## config.mk

```make
export PLATFORM = sky130hd
export DESIGN_NAME = regfile_wb_arbiter
export DESIGN_NICKNAME = d
export VERILOG_FILES = /design/src/rtl/regfile_pkg.sv /design/src/rtl/wb_fifo.sv /design/src/rtl/regfile_wb_arbiter.sv
export SDC_FILE = /design/constraint.sdc
export NUM_CORES = 1
export LEC_CHECK = 0
export CAP_MARGIN = 5
export CORE_MARGIN = 2
export CORE_UTILIZATION = 50
export CTS_CLUSTER_DIAMETER = 100
export DETAILED_ROUTE_END_ITERATION = 8
export GPL_TIMING_DRIVEN = 1
export MAX_ROUTING_LAYER = met4
export PLACE_DENSITY_LB_ADDON = 0.08
export SYNTH_ARGS = -nofsm -noshare
export SYNTH_HDL_FRONTEND = slang
export SYNTH_SLANG_ARGS = --single-unit
```

## constraint.sdc

```tcl
create_clock -name clk -period 6.6 [get_ports clk]
set_input_delay 1.32 -clock clk [delete_from_list [all_inputs] [get_ports clk]]
set_output_delay 1.32 -clock clk [all_outputs]
set_load 0.005 [all_outputs]
```

## src/rtl/regfile_pkg.sv

```systemverilog
// Shared register-file write-back types: data width, address width, write request.
// Latency: none, types and constants only.
// Backpressure: not applicable.
package regfile_pkg;

  localparam int XLEN   = 32;
  localparam int REG_AW = 5;

  typedef struct packed {
    logic [REG_AW-1:0] rd;
    logic [XLEN-1:0]   wd;
  } wb_req_t;

endpackage

```

## src/rtl/wb_fifo.sv

```systemverilog
// Small circular FIFO of write-back requests; per-slot valid bits and rds are exposed for hazard compares.
// Latency: an entry pushed at edge N is visible on head from the cycle after edge N.
// Backpressure: push is ignored while full and pop is ignored while empty; the owner gates both.
module wb_fifo
  import regfile_pkg::*;
#(
  parameter int DEPTH = 2
) (
  input  logic                          clk,
  input  logic                          rst,
  input  logic                          push,
  input  wb_req_t                       push_dat,
  input  logic                          pop,
  output wb_req_t                       head,
  output logic                          full,
  output logic                          empty,
  output logic [$clog2(DEPTH+1)-1:0]    count,
  output logic [DEPTH-1:0]              ent_vld,
  output logic [DEPTH-1:0][REG_AW-1:0]  ent_rd
);

  localparam int PW = $clog2(DEPTH);
  localparam int CW = $clog2(DEPTH+1);

  wb_req_t          mem [DEPTH];
  logic [PW-1:0]    wr_ptr;
  logic [PW-1:0]    rd_ptr;
  logic [CW-1:0]    cnt;
  logic [DEPTH-1:0] vld;
  logic             do_push;
  logic             do_pop;

  assign full    = (cnt == CW'(DEPTH));
  assign empty   = (cnt == '0);
  assign count   = cnt;
  assign ent_vld = vld;
  assign head    = mem[rd_ptr];
  assign do_push = push && !full;
  assign do_pop  = pop && !empty;

  // Slot rds flattened for the owner's associative compares.
  always_comb begin
    for (int i = 0; i < DEPTH; i++) begin
      ent_rd[i] = mem[i].rd;
    end
  end

  // Payload storage; contents of invalid slots are never consumed, so no reset.
  always_ff @(posedge clk) begin
    if (do_push) begin
      mem[wr_ptr] <= push_dat;
    end
  end

  // Pointers, occupancy and per-slot valid bits; pointers wrap naturally at power-of-2 depth.
  always_ff @(posedge clk) begin
    if (rst) begin
      wr_ptr <= '0;
      rd_ptr <= '0;
      cnt    <= '0;
      vld    <= '0;
    end else begin
      if (do_pop) begin
        rd_ptr      <= rd_ptr + PW'(1);
        vld[rd_ptr] <= 1'b0;
      end
      if (do_push) begin
        wr_ptr      <= wr_ptr + PW'(1);
        vld[wr_ptr] <= 1'b1;
      end
      unique case ({do_push, do_pop})
        2'b10:   cnt <= cnt + CW'(1);
        2'b01:   cnt <= cnt - CW'(1);
        default: cnt <= cnt;
      endcase
    end
  end

endmodule

```

## src/rtl/regfile_wb_arbiter.sv

```systemverilog
// Merges the zero-latency ALU write-back (A) and the FIFO-buffered multi-cycle write-back (B) onto one RF write port.
// Latency: A writes in its handshake cycle; B writes no earlier than the cycle after its push.
// Backpressure: a_ready drops on WAW against a queued rd or when the FIFO head is starved; b_ready drops when full.
module regfile_wb_arbiter
  import regfile_pkg::*;
#(
  parameter int DEPTH        = 2,
  parameter int STARVE_LIMIT = 4
) (
  input  logic              clk,
  input  logic              rst,
  input  logic              a_valid,
  output logic              a_ready,
  input  logic [REG_AW-1:0] a_rd,
  input  logic [XLEN-1:0]   a_wd,
  input  logic              b_valid,
  output logic              b_ready,
  input  logic [REG_AW-1:0] b_rd,
  input  logic [XLEN-1:0]   b_wd,
  output logic              rf_we,
  output logic [REG_AW-1:0] rf_rd,
  output logic [XLEN-1:0]   rf_wd,
  input  logic [REG_AW-1:0] q_rs1,
  input  logic [REG_AW-1:0] q_rs2,
  output logic              busy_rs1,
  output logic              busy_rs2
);

  localparam int CW = $clog2(DEPTH+1);
  localparam int WW = $clog2(STARVE_LIMIT+1);

  wb_req_t                     head;
  logic                        fifo_full;
  logic                        fifo_empty;
  logic [CW-1:0]               fifo_count;
  logic [DEPTH-1:0]            ent_vld;
  logic [DEPTH-1:0][REG_AW-1:0] ent_rd;
  logic [WW-1:0]               wait_cnt;
  logic                        starved;
  logic                        a_waw;
  logic                        a_grant;
  logic                        b_pop;
  logic                        b_push;

  // True when a nonzero rd has a write still sitting in the FIFO.
  function automatic logic fifo_holds(input logic [REG_AW-1:0]           rd,
                                      input logic [DEPTH-1:0]            vld,
                                      input logic [DEPTH-1:0][REG_AW-1:0] rds);
    logic hit;
    hit = 1'b0;
    for (int i = 0; i < DEPTH; i++) begin
      if (vld[i] && (rds[i] == rd)) hit = 1'b1;
    end
    return hit && (rd != '0);
  endfunction

  wb_fifo #(.DEPTH(DEPTH)) u_fifo (
    .clk      (clk),
    .rst      (rst),
    .push     (b_push),
    .push_dat ('{rd: b_rd, wd: b_wd}),
    .pop      (b_pop),
    .head     (head),
    .full     (fifo_full),
    .empty    (fifo_empty),
    .count    (fifo_count),
    .ent_vld  (ent_vld),
    .ent_rd   (ent_rd)
  );

  // Grant: a starved head beats A; A wins unless WAW-blocked; otherwise the head drains.
  always_comb begin
    starved  = !fifo_empty && (wait_cnt >= WW'(STARVE_LIMIT));
    a_waw    = fifo_holds(a_rd, ent_vld, ent_rd);
    a_ready  = !starved && !a_waw;
    a_grant  = a_valid && a_ready;
    b_pop    = !fifo_empty && !a_grant;
    b_ready  = (fifo_count < CW'(DEPTH));
    b_push   = b_valid && b_ready;
    busy_rs1 = fifo_holds(q_rs1, ent_vld, ent_rd);
    busy_rs2 = fifo_holds(q_rs2, ent_vld, ent_rd);
  end

  // Write-port mux; rd=0 still consumes its grant but never asserts the strobe.
  always_comb begin
    rf_we = 1'b0;
    rf_rd = '0;
    rf_wd = '0;
    if (!rst) begin
      if (a_grant) begin
        if (a_rd != '0) begin
          rf_we = 1'b1;
          rf_rd = a_rd;
          rf_wd = a_wd;
        end
      end else if (b_pop && (head.rd != '0)) begin
        rf_we = 1'b1;
        rf_rd = head.rd;
        rf_wd = head.wd;
      end
    end
  end

  // Count cycles the head has been passed over; saturates so the force condition holds.
  always_ff @(posedge clk) begin
    if (rst) begin
      wait_cnt <= '0;
    end else if (b_pop) begin
      wait_cnt <= '0;
    end else if (!fifo_empty && (wait_cnt < WW'(STARVE_LIMIT))) begin
      wait_cnt <= wait_cnt + WW'(1);
    end
  end

  // Occupancy flags from the FIFO must agree with its count.
  always_ff @(posedge clk) begin
    if (!rst) begin
      assert (fifo_full == (fifo_count == CW'(DEPTH)));
    end
  end

endmodule

```

[Word-level counts from Yosys, hierarchy flattened]
Memory sizes are Yosys's and may differ from the RTL's. A register that Yosys moved wholly into a read port is not among the register bits.
Cells that the tools add are included.
Word-level totals
  bits of input ports: 88
  memories: 1
  bits in writable memories: 74
  flip-flop bits (word level): 9
  output and inout port bits: 42
  word-level logic and storage cells: 92
Memories
  u_fifo.mem: depth 2, width 37, rd ports 3, clocked after Yosys merged registers in 1, wr ports 1, line wb_fifo.sv:25  | wb_req_t mem [DEPTH];
Cells by class
  add/sub/neg operators: 5
  muxes and demuxes: 30
  eq/ne operators: 9
  order comparisons: 7
  bitwise gates (word level): 3
  reductions and logical operators: 32
Operators by type and width (count)
  two-way mux 32 bit: 4
  equality test 5 bit: 6
  logical AND 1 bit: 20
  two-way mux 5 bit: 4
  nonzero test 5 bit: 4
  two-way mux 1 bit: 16
  two-way mux 2 bit: 3
  zero test 1 bit: 5
  equality test 2 bit (second input constant): 2
  < comparator 1 x 2 -> 1 bit (second input constant): 2
  case mux 2 bit (2 select lines): 1
  adder 3 x 1 -> 3 bit (second input constant): 1
  greater-or-equal comparator 3 bit (second input constant): 1
  < comparator 3 bit (second input constant): 1
  adder 1 bit (second input constant): 2
  adder 2 x 1 -> 2 bit (second input constant): 1
  bitwise AND 2 bit: 1
  demux 1 bit (select 1 bit): 2
  equality test 2 x 1 -> 1 bit (second input constant): 1
  greater-or-equal comparator 1 bit (second input constant): 2
  zero test 2 bit: 1
  < comparator 2 bit (second input constant): 1
  inverter 2 bit: 1
  OR 2 bit: 1
  other kinds (3): 3

[Longest topological paths before layout]
Gate-level depths: netlist (run 1).
  depth in word-level cells: 15
  gate-level depth with buffers: 10
  depth with buffers taken out: 9

[Hierarchy]
Synthesis (run 1) repeated with hierarchy kept, for this count alone.
Second synthesis, totals
  cell total of the unflattened synthesis: 356
  area, all modules: 4418.0 um^2
Modules (own cells, without submodules)
  wb_fifo: seq. area each 2362.3 um^2, area each 3040.4 um^2, times used 1, cells each 159
  regfile_wb_arbiter: seq. area each 60.1 um^2, area each 1377.6 um^2, times used 1, cells each 197

[Worst setup path before layout (run 1)]
OpenSTA, ideal clock, no wires.
  path type: in2out
  start point: input a_rd[3]
  end point: output rf_wd[0]
  arrival time: 2.842 ns
  required time: 5.280 ns
  path slack: 2.438 ns
  stages on the path: 6
  path buffers: 1
  path through: or4_4 > nor2_8 > nor3_2 > o311ai_4 > buf_6 > o2bb2ai_2
Between the ends
  longest elaborated chain between the ends: 14
  elaborated cells between the ends (all ways): 18
  those cells by class: eq/ne: 2; mux: 6; reduce/logical: 10
Ends and longest elaborated chain
  from (decl): line regfile_wb_arbiter.sv:14  | input logic [REG_AW-1:0] a_rd,
  equality test 5 bit: line regfile_wb_arbiter.sv:52  | if (vld[i] && (rds[i] == rd)) hit = 1'b1;
  logical AND 1 bit: line regfile_wb_arbiter.sv:52
  two-way mux 1 bit (2 in series): line regfile_wb_arbiter.sv:52
  logical AND 1 bit: line regfile_wb_arbiter.sv:54  | return hit && (rd != '0);
  zero test 1 bit: line regfile_wb_arbiter.sv:75  | a_ready = !starved && !a_waw;
  logical AND 1 bit: line regfile_wb_arbiter.sv:75
  logical AND 1 bit: line regfile_wb_arbiter.sv:76  | a_grant = a_valid && a_ready;
  zero test 1 bit: line regfile_wb_arbiter.sv:77  | b_pop = !fifo_empty && !a_grant;
  logical AND 1 bit: line regfile_wb_arbiter.sv:77
  logical AND 1 bit: line regfile_wb_arbiter.sv:96  | end else if (b_pop && (head.rd != '0)) begin
  two-way mux 32 bit: line regfile_wb_arbiter.sv:96
  two-way mux 32 bit *: line regfile_wb_arbiter.sv:90  | if (a_grant) begin
  two-way mux 32 bit *: line regfile_wb_arbiter.sv:89  | if (!rst) begin
  to (decl): line regfile_wb_arbiter.sv:22  | output logic [XLEN-1:0] rf_wd,
Every way passes the cells marked *; elsewhere a longest branch is shown, timed or not.

[Final worst setup path (run 1)]
  start point: input a_rd[4]
  end point: output rf_wd[30]
The elaborated chain is that of the path after synthesis.

==> results of run 1 <==
[metal layers]
| layer | vias to the layer above | routed length [um] | share of wire (%) |
|---|---|---|---|
| met3 | 8 | 394 | 4.3 |
| met4 | 0 | 103 | 1.1 |
| met5 | - | 0 | 0 |
| met2 | 82 | 4610 | 51 |
| li1 | 1421 | - | - |
| met1 | 1390 | 4000 | 44 |
[worst min-delay path, cell delays in order (launching register included)]
cell and delay [ns]:
dfxtp_1 0.32, nand3_1 0.05, o21ai_0 0.07
[cell type report]
class	instances	area, um^2
Clock buffer	9	124
Timing Repair Buffer	134	1330
Fill cell	581	2350
Tap cell	105	131
Multi-Input combinational cell	190	1630
Inverter	3	11.3
Clock inverter	7	97.6
Sequential cell	84	2420
[worst min path at each step]
stage                                    end  slack, ns  depth (start not counted)
finish              wait_cnt[1]$_SDFFE_PP0P_       0.49                          2
CTS                 wait_cnt[1]$_SDFFE_PP0P_       0.49                          2
global placement    wait_cnt[1]$_SDFFE_PP0P_       0.46                          2
global route        wait_cnt[1]$_SDFFE_PP0P_       0.53                          2
detailed placement  wait_cnt[1]$_SDFFE_PP0P_       0.48                          2
floorplan           wait_cnt[1]$_SDFFE_PP0P_       0.45                          2
[power groups by stage]
stage / registers, mW / clock network (mW) / logic, mW
after detailed placement: 0.761 / 0 / 0.548
after floorplan: 0.744 / 0 / 0.342
after global placement: 0.756 / 0 / 0.542
after global routing: 0.759 / 0.427 / 0.590
after CTS: 0.749 / 0.407 / 0.552
final: 0.749 / 0.402 / 0.543
[synthesized netlist by cell type (2+ instances only)]
master,n,area [um^2]
o211ai_1,5,37.5
nand3_1,9,45.0
a21oi_1,12,60.1
edfxtp_1,74,2220
nand4_1,2,12.5
nor4_1,5,31.3
clkbuf_1,6,22.5
o2bb2ai_2,10,150
mux2i_1,33,330
and2_1,3,18.8
mux2_2,4,45.0
o311ai_0,4,35.0
buf_1,2,7.51
nand2_1,5,18.8
o21ai_0,6,30.0
a211oi_2,2,25.0
nor2_1,9,33.8
ha_1,2,25.0
nor3_1,2,10.0
o2bb2ai_1,23,201
xnor2_1,16,140
or3_1,2,12.5
inv_1,3,11.3
nand2b_1,2,12.5
or4_1,3,22.5
buf_2,3,15.0
dfxtp_1,10,200
buf_6,3,33.8
xor2_1,17,149
[cell families (layout without fill, tap and decap cells)]
| logic type | after synthesis | in the layout | synth area share [%] |
|---|---|---|---|
| buffers and inverters | 17 | 153 | 2.18 |
| xor gates and xnor gates | 33 | 33 | 7.00 |
| DFF | 84 | 84 | 58.7 |
| muxes | 37 | 37 | 9.09 |
| AOI/OAI and AO/OA | 66 | 66 | 14.3 |
| and+or+nand+nor | 52 | 52 | 8.15 |
| adders and majority gates | 2 | 2 | 0.606 |
[registers in the layout, summed over array words and instances, names as in the netlist, named ones only]
name,count
u_fifo.mem,74
wait_cnt,3
u_fifo.count,2
u_fifo.ent_vld,2
u_fifo.rd_ptr,1
u_fifo.wr_ptr,1
==> results.tsv, run 1 <==
metric	value	unit
result of the run	complete, no violations	
Power, Total	1.69	mW
overall routing resource usage	21.1	%
Critical Path End	rf_wd[30]	
Critical Path Slowest Stage Cell	or4_4	
Least-Margin Pin Slew	1.12	ns
number of max-cap violations	0	
Ant. Diodes	0	
TritonCTS buffer count	9	
Seq/Total Area, Yosys	58.7	%
Post-synth ARST share	0	%
sequential power share	44.2	%
Leak	1.88	nW
Seq cells post-synth	84	
met2 layer usage reported by global route	35.3	%
maximum number of pins on one net before global-route repair	40	
wire length of the first global-routing pass	13.9	mm
number of antenna violations at the first check in global routing	0	
largest incremental delay on the critical path	0.60	ns
reg2reg start	u_fifo.mem[1][32]$_DFFE_PP_	
synth warn	0	
share of final-layout standard cells stronger than drive strength 1	11.2	%
vias per std cell	5.45	
PortBufs	129	
Setup Skew	0.0103	ns
total negative slack for setup checks	0	ns
WL final	9.11	mm
Crit path arrival time	3.97	ns
power density over the cells	295	mW/mm^2
final worst-path setup slack	1.31	ns
number of vias after detailed routing	2901	
count of buffer and inverter cells on the critical path	3	
overall die area	0.00900	mm^2
net switching power figure	0.515	mW
M1 GR Usage	25.5	%
worst hold path startpoint	wait_cnt[1]$_SDFFE_PP0P_	
Gates resized, CTS repair	0	
min cycle time layout	5.29	ns
Syn Inst Count	291	
Synth-to-Final Area Change	39.1	%
number of standard-cell rows in the floorplan	33	
gp weighted congestion	0.829	
HPWL after detailed placement	6.46	mm
Final period util	80.1	%
count of pins over their slew limit	0	
maximum root-to-sink buffer count	2	
Crit path top cell by count	clkdlybuf4s50_1	
Stages on worst setup path	8	
family with the most delay on the worst path	buffers and inverters	
Ports	130	
met3 Usage GRT	3.83	%
drt pass-1 iters	4	
post-synthesis average cell area	14.2	um^2
total clock sinks	84	
number of H-tree branching levels	3	
capturing point of the worst reg2reg path	u_fifo.count[1]$_SDFFE_PP0P_	
EDFF count, synth	74	
count of nets left with antenna violations after detail routing	0	
CP Max Fanout	14	
clock tree from TritonCTS	built	
final count of hold timing violations	0	
initial cell density of the core	51.0	%
Post-Syn Area	0.00413	mm^2
routed len/inst	17.1	um
Comb power frac	32.1	%
setup-violating endpoint count in the final report	0	
placed instance area	0.00552	mm^2
type of the most critical hold path	register to register	
relative slew slack	25.0	%
# Post-CTS Setup Buffers	0	
classification of the worst setup path	input pin to output port	
beginning of the critical path	a_rd[4]	
depth of the worst register-to-register path	8	
Internal Dissipation	1.18	mW
most congested layer reported by global routing	met2	
commonest cells after routing, fill and taps aside	clkdlybuf4s50_1, edfxtp_1, mux2i_1, o2bb2ai_1, xor2_1	
Design Area, Final	0.00574	mm^2
clock network latency to the later pin of the worst-skew pair	0.35	ns
root buffer cell	clkbuf_8	
clock-pin slew on the worst setup and hold paths	0.08	ns
achievable frequency	0.189	GHz
critical-path cell list	clkdlybuf4s50_1 -> or4_4 -> nor2_8 -> nor3_2 -> o311ai_4 -> buf_4 -> o2bb2ai_1 -> clkdlybuf4s50_1	
Placed Instances	516	
initial DRC count	106	
portion of total power attributed to the clock network	23.7	%
slack of the worst reg-to-reg path	4.00	ns
leading cell type in the layout, fill and taps excluded	clkdlybuf4s50_1	
CP endpoint kind	output port	
fin cells	532	
Util after Layout	70.9	%
minimum setup slack after placement	1.30	ns
unrepaired setup endpoints after global routing	false	
die span in x	94.9	um
Mapped Nets	381	
sw frac	30.4	%
Overflow after GRT	0	
flip-flop cell with the highest count after synthesis	edfxtp_1	
data required time at the worst endpoint	5.28	ns
nets@finish	512	
number of unique standard cell types used by synthesis	43	
core region area	0.00809	mm^2
kind of start point of the critical path	input pin	
Hold-fix buffers, CTS	0	
worst IR drop on VDD	161	uV
DRC	0	
via count of the first global-routing pass	2899	
Die Span Y	94.9	um
Min Hold Slack	0.493	ns
No activity file was read; power rests on OpenSTA's default activity.
==> run 2: changes to the inputs <==
--- a/config.mk
+++ b/config.mk
@@ -7,7 +7,7 @@
 export LEC_CHECK = 0
 export CAP_MARGIN = 5
 export CORE_MARGIN = 2
-export CORE_UTILIZATION = 50
+export CORE_UTILIZATION = 47
 export CTS_CLUSTER_DIAMETER = 100
 export DETAILED_ROUTE_END_ITERATION = 8
 export GPL_TIMING_DRIVEN = 1
==> constraint.sdc (replaced) <==
create_clock -name clk -period 5.3 [get_ports clk]
set_input_delay 1.06 -clock clk [delete_from_list [all_inputs] [get_ports clk]]
set_output_delay 1.06 -clock clk [all_outputs]
set_load 0.005 [all_outputs]
==> run 2 against run 1 <==
  * Clock-buffer cell count is the same
  * Total power grew 23%
  * First-iteration DRC count grew 66%
  * Core utilization shrank 4.6 points
  * Worst hold slack gained 0.0032 ns
  * Sequential power grew 25%
  * Register-to-register slack lost 1.3 ns
  * Sequential cell count is the same
  * Critical path type unchanged
==> results.tsv, run 2 (synthesized netlist as in run 1, its figures left out) <==
metric	value	unit	change
vias per std cell	5.44		-0.24%
depth of the worst register-to-register path	8		unchanged
Least-Margin Pin Slew	1.12	ns	-0.00295 ns
count of nets left with antenna violations after detail routing	0		unchanged
Crit path arrival time	3.70	ns	-0.27 ns
setup-violating endpoint count in the final report	0		unchanged
max reg flops	74		unchanged
Comb power frac	32.4	%	+0.3 points
Crit path top cell by count	clkdlybuf4s50_1		
core region area	0.00864	mm^2	+6.7%
result of the run	complete, no violations		
Placed Instances	520		+0.78%
maximum root-to-sink buffer count	2		unchanged
slack of the worst reg-to-reg path	2.72	ns	-1.28 ns
via count of the first global-routing pass	2968		+2.4%
clock tree from TritonCTS	built		
Ports	130		unchanged
# Post-CTS Setup Buffers	0		unchanged
total negative slack for setup checks	0	ns	unchanged
number of standard-cell rows in the floorplan	34		+3.0%
clock network latency to the later pin of the worst-skew pair	0.34	ns	about the same
type of the most critical hold path	register to register		
net switching power figure	0.621	mW	+21%
Hold-fix buffers, CTS	0		unchanged
kind of start point of the critical path	input pin		
reg2reg start	u_fifo.mem[1][32]$_DFFE_PP_		
total area of multi-input combinational cells	0.00163	mm^2	unchanged
largest incremental delay on the critical path	0.61	ns	about the same
number of antenna violations at the first check in global routing	0		unchanged
Die Span Y	97.7	um	+3.0%
routed len/inst	16.9	um	-1.1%
Setup Skew	0.00895	ns	-0.00136 ns
drt pass-1 iters	4		unchanged
gp weighted congestion	0.892		+7.6%
Critical Path End	rf_wd[14]		
total clock sinks	84		unchanged
number of vias after detailed routing	2905		+0.14%
flip-flop and latch area	0.00242	mm^2	unchanged
WL final	9.04	mm	-0.75%
nets@finish	513		+0.20%
Leak	1.88	nW	about the same
register bank with the most flops	u_fifo.mem		
root buffer cell	clkbuf_8		
family with the most delay on the worst path	buffers and inverters		
capturing point of the worst reg2reg path	u_fifo.count[1]$_SDFFE_PP0P_		
sequential power share	44.9	%	+0.7 points
initial DRC count	176		+66%
Ant. Diodes	0		unchanged
largest registers	u_fifo.mem x74, wait_cnt x3		
power density over the cells	363	mW/mm^2	+23%
initial cell density of the core	47.8	%	-3.2 points
overall die area	0.00955	mm^2	+6.1%
number of max-cap violations	0		unchanged
beginning of the critical path	a_rd[3]		
Util after Layout	66.4	%	-4.6 points
data required time at the worst endpoint	4.24	ns	-1.04 ns
portion of total power attributed to the clock network	22.7	%	-1.0 points
Final period util	89.8	%	
DRC	0		unchanged
achievable frequency	0.210	GHz	
TritonCTS buffer count	9		unchanged
number of inserted filler cells in the final layout	639		+10%
count of pins over their slew limit	0		unchanged
overall routing resource usage	19.6	%	-1.5 points
Stages on worst setup path	8		unchanged
worst IR drop on VDD	173	uV	+7.3%
Synth-to-Final Area Change	38.8	%	
Internal Dissipation	1.46	mW	+24%
die span in x	97.7	um	+3.0%
clock-pin slew on the worst setup and hold paths	0.08	ns	about the same
unrepaired setup endpoints after global routing	false		
leading cell type in the layout, fill and taps excluded	clkdlybuf4s50_1		
final count of hold timing violations	0		unchanged
share of final-layout standard cells stronger than drive strength 1	11.0	%	-0.21 points
wire length of the first global-routing pass	14.3	mm	+2.7%
Critical Path Slowest Stage Cell	or4_4		
maximum number of pins on one net before global-route repair	40		unchanged
critical-path cell list	clkdlybuf4s50_1 -> or4_4 -> nor2_8 -> nor3_2 -> o311ai_4 -> buf_4 -> o2bb2ai_1 -> clkdlybuf4s50_1		
Gates resized, CTS repair	0		unchanged
CP Max Fanout	14		unchanged
commonest cells after routing, fill and taps aside	clkdlybuf4s50_1, edfxtp_1, mux2i_1, o2bb2ai_1, xor2_1		
classification of the worst setup path	input pin to output port		
PortBufs	129		unchanged
HPWL after detailed placement	6.49	mm	+0.43%
min cycle time layout	4.76	ns	
fin cells	534		+0.38%
Overflow after GRT	0		unchanged
sw frac	29.9	%	-0.54 points
number of H-tree branching levels	3		unchanged
relative slew slack	25.2	%	+0.20 points
count of buffer and inverter cells on the critical path	3		unchanged
CP endpoint kind	output port		
[run 2: changes by cell type in the layout (fill, tap and decap cells not counted)]
| cell | change |
|---|---|
| buf_4 | +1 |
| clkinv_2 | +1 |
| clkinv_4 | -1 |
| clkinvlp_4 | -1 |
| inv_6 | -1 |
[run 2: per-layer routing]
layer | vias up | share of wire, % | track usage (%)
met5 | - | 0 | -
met4 | 0 | 1.8 | 7.59
met3 | 15 | 4.4 | 3.72
met2 | 100 | 49 | 31.3
met1 | 1377 | 45 | 25.0
li1 | 1413 | - | -
[run 2: stage by stage]
stage | area [um^2] | worst slack [ns] | hold WS (ns) | total power [mW]
floorplan | 4130 | 1.66 | 0.448 | 1.35
global placement | 5530 | 0.595 | 0.462 | 1.62
detailed placement | 5530 | 0.530 | 0.481 | 1.63
CTS | 5730 | 0.514 | 0.500 | 2.10
global route | 5730 | 0.397 | 0.560 | 2.19
finish | 5730 | 0.541 | 0.496 | 2.08
[run 2: area by class of cell]
cell class	instances	share of cell area (%)
well taps	108	2.36
clock inverters	5	1.35
repair buffers	135	23.3
multi-input cells	190	28.4
inverters	3	0.196
clock buffers	9	2.16
flip-flops and latches	84	42.3
[run 2: power by group through the flow]
stage / clock network, mW / logic (mW) / registers, mW
2_1_floorplan: 0 / 0.426 / 0.926
3_3_place_gp: 0 / 0.672 / 0.943
3_5_place_dp: 0 / 0.681 / 0.949
4_1_cts: 0.481 / 0.686 / 0.934
5_1_grt: 0.512 / 0.734 / 0.945
6_report: 0.473 / 0.674 / 0.934
[run 2: worst reg2reg max path, delay by kind of cell (launching register included)]
| kind | cells | cell delay, ns |
|---|---|---|
| AO/OA/AOI/OAI | 1 | 0.14 |
| adder cells (fa/ha/maj) | 1 | 0.26 |
| AND/OR/NAND/NOR | 5 | 1.39 |
| XOR/XNOR | 1 | 0.21 |
| flip-flops | 1 | 0.51 |
[run 2: worst min-delay path by stage]
stage,start,to,slack [ns],cells after the start
2_1_floorplan,wait_cnt[1]$_SDFFE_PP0P_,wait_cnt[1]$_SDFFE_PP0P_,0.45,2
3_3_place_gp,wait_cnt[1]$_SDFFE_PP0P_,wait_cnt[1]$_SDFFE_PP0P_,0.46,2
3_5_place_dp,wait_cnt[1]$_SDFFE_PP0P_,wait_cnt[1]$_SDFFE_PP0P_,0.48,2
4_1_cts,wait_cnt[1]$_SDFFE_PP0P_,wait_cnt[1]$_SDFFE_PP0P_,0.50,2
5_1_grt,wait_cnt[1]$_SDFFE_PP0P_,wait_cnt[1]$_SDFFE_PP0P_,0.56,2
6_report,wait_cnt[1]$_SDFFE_PP0P_,wait_cnt[1]$_SDFFE_PP0P_,0.50,2
==> run 3: changes to the inputs <==
--- a/config.mk
+++ b/config.mk
@@ -11,8 +11,10 @@
 export CTS_CLUSTER_DIAMETER = 100
 export DETAILED_ROUTE_END_ITERATION = 8
 export GPL_TIMING_DRIVEN = 1
+export HOLD_SLACK_MARGIN = 0.08
 export MAX_ROUTING_LAYER = met4
 export PLACE_DENSITY_LB_ADDON = 0.08
+export RECOVER_POWER = 50
 export SYNTH_ARGS = -nofsm -noshare
 export SYNTH_HDL_FRONTEND = slang
 export SYNTH_SLANG_ARGS = --single-unit
==> run 3 against run 2 <==
  * The flow now finishes with violations (max-capacitance violations, max-slew violations)
  * Highest routed layer unchanged
  * Cell count stayed put
  * Cell area barely moved
  * Via count grew 0.45%
==> results.tsv, run 3 (synthesized netlist as in run 1, its figures left out) <==
metric	value	unit	change
Die Span Y	97.7	um	unchanged
violated checks	max-capacitance violations, max-slew violations		
Setup Skew	0.00836	ns	-0.000596 ns
count of buffer and inverter cells on the critical path	3		unchanged
power density over the cells	362	mW/mm^2	-0.18%
min cycle time layout	4.76	ns	-0.000406 ns
net switching power figure	0.622	mW	about the same
Ports	130		unchanged
result of the run	finished, violations left		
number of max-cap violations	1		+1
number of inserted filler cells in the final layout	640		+0.16%
CP endpoint kind	output port		
clock network latency to the later pin of the worst-skew pair	0.33	ns	about the same
count of nets left with antenna violations after detail routing	0		unchanged
Gates resized, CTS repair	0		unchanged
setup-violating endpoint count in the final report	0		unchanged
via count of the first global-routing pass	2968		unchanged
CP Max Fanout	14		unchanged
Overflow after GRT	0		unchanged
final worst-path setup slack	0.541	ns	+0.000406 ns
number of standard-cell rows in the floorplan	34		unchanged
initial DRC count	166		-5.7%
portion of total power attributed to the clock network	22.8	%	about the same
wire length of the first global-routing pass	14.3	mm	unchanged
Hold-fix buffers, CTS	0		unchanged
gp weighted congestion	0.892		unchanged
Leak	1.89	nW	+0.33%
number of vias after detailed routing	2918		+0.45%
WL final	9.04	mm	about the same
root buffer cell	clkbuf_8		
PortBufs	129		unchanged
sequential power share	45.1	%	+0.2 points
critical-path cell list	clkdlybuf4s50_1 -> or4_4 -> nor2_8 -> nor3_2 -> o311ai_4 -> buf_4 -> o2bb2ai_1 -> clkdlybuf4s50_1		
number of H-tree branching levels	3		unchanged
share of final-layout standard cells stronger than drive strength 1	10.8	%	-0.23 points
clock-pin slew on the worst setup and hold paths	0.08	ns	about the same
# Post-CTS Setup Buffers	0		unchanged
clock tree from TritonCTS	built		
family with the most delay on the worst path	buffers and inverters		
worst IR drop on VDD	173	uV	about the same
Comb power frac	32.1	%	-0.3 points
Critical Path Slowest Stage Cell	or4_4		
initial cell density of the core	47.8	%	unchanged
max reg flops	74		unchanged
vias per std cell	5.46		+0.45%
kind of start point of the critical path	input pin		
Util after Layout	66.4	%	about the same
core region area	0.00864	mm^2	unchanged
total negative slack for setup checks	0	ns	unchanged
nets@finish	513		unchanged
largest incremental delay on the critical path	0.61	ns	about the same
overall routing resource usage	19.6	%	unchanged
drt pass-1 iters	4		unchanged
total clock sinks	84		unchanged
Design Area, Final	0.00573	mm^2	about the same
placed instance area	0.00553	mm^2	unchanged
register bank with the most flops	u_fifo.mem		
number of antenna violations at the first check in global routing	0		unchanged
Crit path arrival time	3.70	ns	about the same
DRC	0		unchanged
die span in x	97.7	um	unchanged
Least-Margin Pin Slew	2.64	ns	+1.52 ns
Internal Dissipation	1.46	mW	-0.30%
maximum number of pins on one net before global-route repair	40		unchanged
sw frac	29.9	%	+0.071 points
leading cell type in the layout, fill and taps excluded	clkdlybuf4s50_1		
data required time at the worst endpoint	4.24	ns	about the same
Final period util	89.8	%	about the same
unrepaired setup endpoints after global routing	false		
overall die area	0.00955	mm^2	unchanged
final count of hold timing violations	0		unchanged
routed len/inst	16.9	um	about the same
achievable frequency	0.210	GHz	about the same
Placed Instances	520		unchanged
maximum root-to-sink buffer count	2		unchanged
Crit path top cell by count	clkdlybuf4s50_1		
Ant. Diodes	0		unchanged
largest registers	u_fifo.mem x74, wait_cnt x3		
minimum setup slack after placement	0.530	ns	unchanged
count of pins over their slew limit	40		+40
commonest cells after routing, fill and taps aside	clkdlybuf4s50_1, edfxtp_1, dlygate4sd3_1, mux2i_1, o2bb2ai_1		
HPWL after detailed placement	6.49	mm	unchanged
TritonCTS buffer count	9		unchanged
classification of the worst setup path	input pin to output port		
fin cells	534		unchanged
Synth-to-Final Area Change	38.8	%	about the same
type of the most critical hold path	register to register		
relative slew slack	-76.2	%	-100 points
## run 3: path summary, 6_finish.rpt
path,from,end,slack (ns),cells after the start
min,wait_cnt[1]$_SDFFE_PP0P_,wait_cnt[1]$_SDFFE_PP0P_,0.50,2
max,a_rd[3],rf_wd[14],0.54,8
max reg2reg,u_fifo.count[1]$_SDFFE_PP0P_,u_fifo.ent_vld[1]$_SDFF_PP0_,2.21,4
min reg2reg,wait_cnt[1]$_SDFFE_PP0P_,wait_cnt[1]$_SDFFE_PP0P_,0.50,2
## run 3: area by class of cell
cell class	count	area (um^2)	share of cell area, %
inverter	3	11.3	0.196
clock buffer	9	124	2.16
timing repair buffer	135	1340	23.3
tap	108	135	2.36
clock inverter	5	77.6	1.35
multi-input combinational	190	1620	28.3
sequential	84	2420	42.3
## run 3: through the flow
| step | total power, mW | hold slack (ns) |
|---|---|---|
| 2_1_floorplan | 1.35 | 0.448 |
| 3_3_place_gp | 1.62 | 0.462 |
| 3_5_place_dp | 1.63 | 0.481 |
| 4_1_cts | 2.10 | 0.500 |
| 5_1_grt | 2.19 | 0.560 |
| 6_report | 2.08 | 0.501 |
## run 3: power groups by stage
stage | Sequential, mW | Combinational (mW) | Clock [mW]
floorplan | 0.926 | 0.426 | 0
finish | 0.937 | 0.667 | 0.473
detailed placement | 0.949 | 0.681 | 0
CTS | 0.934 | 0.686 | 0.481
global placement | 0.943 | 0.672 | 0
global route | 0.949 | 0.726 | 0.512
## run 3: worst min-delay path, delay by kind of cell, from the launching register on
family	cells	cell delay, ns
flip-flops	1	0.32
AO/OA/AOI/OAI	1	0.07
AND/OR/NAND/NOR	1	0.06
## run 3: per-layer routing
layer,up-vias,share of wire [%],track usage (%)
li1,1412,-,-
met1,1394,45,25.0
met2,99,49,31.3
met3,13,4.5,3.72
met4,0,1.6,7.59
met5,-,0,-
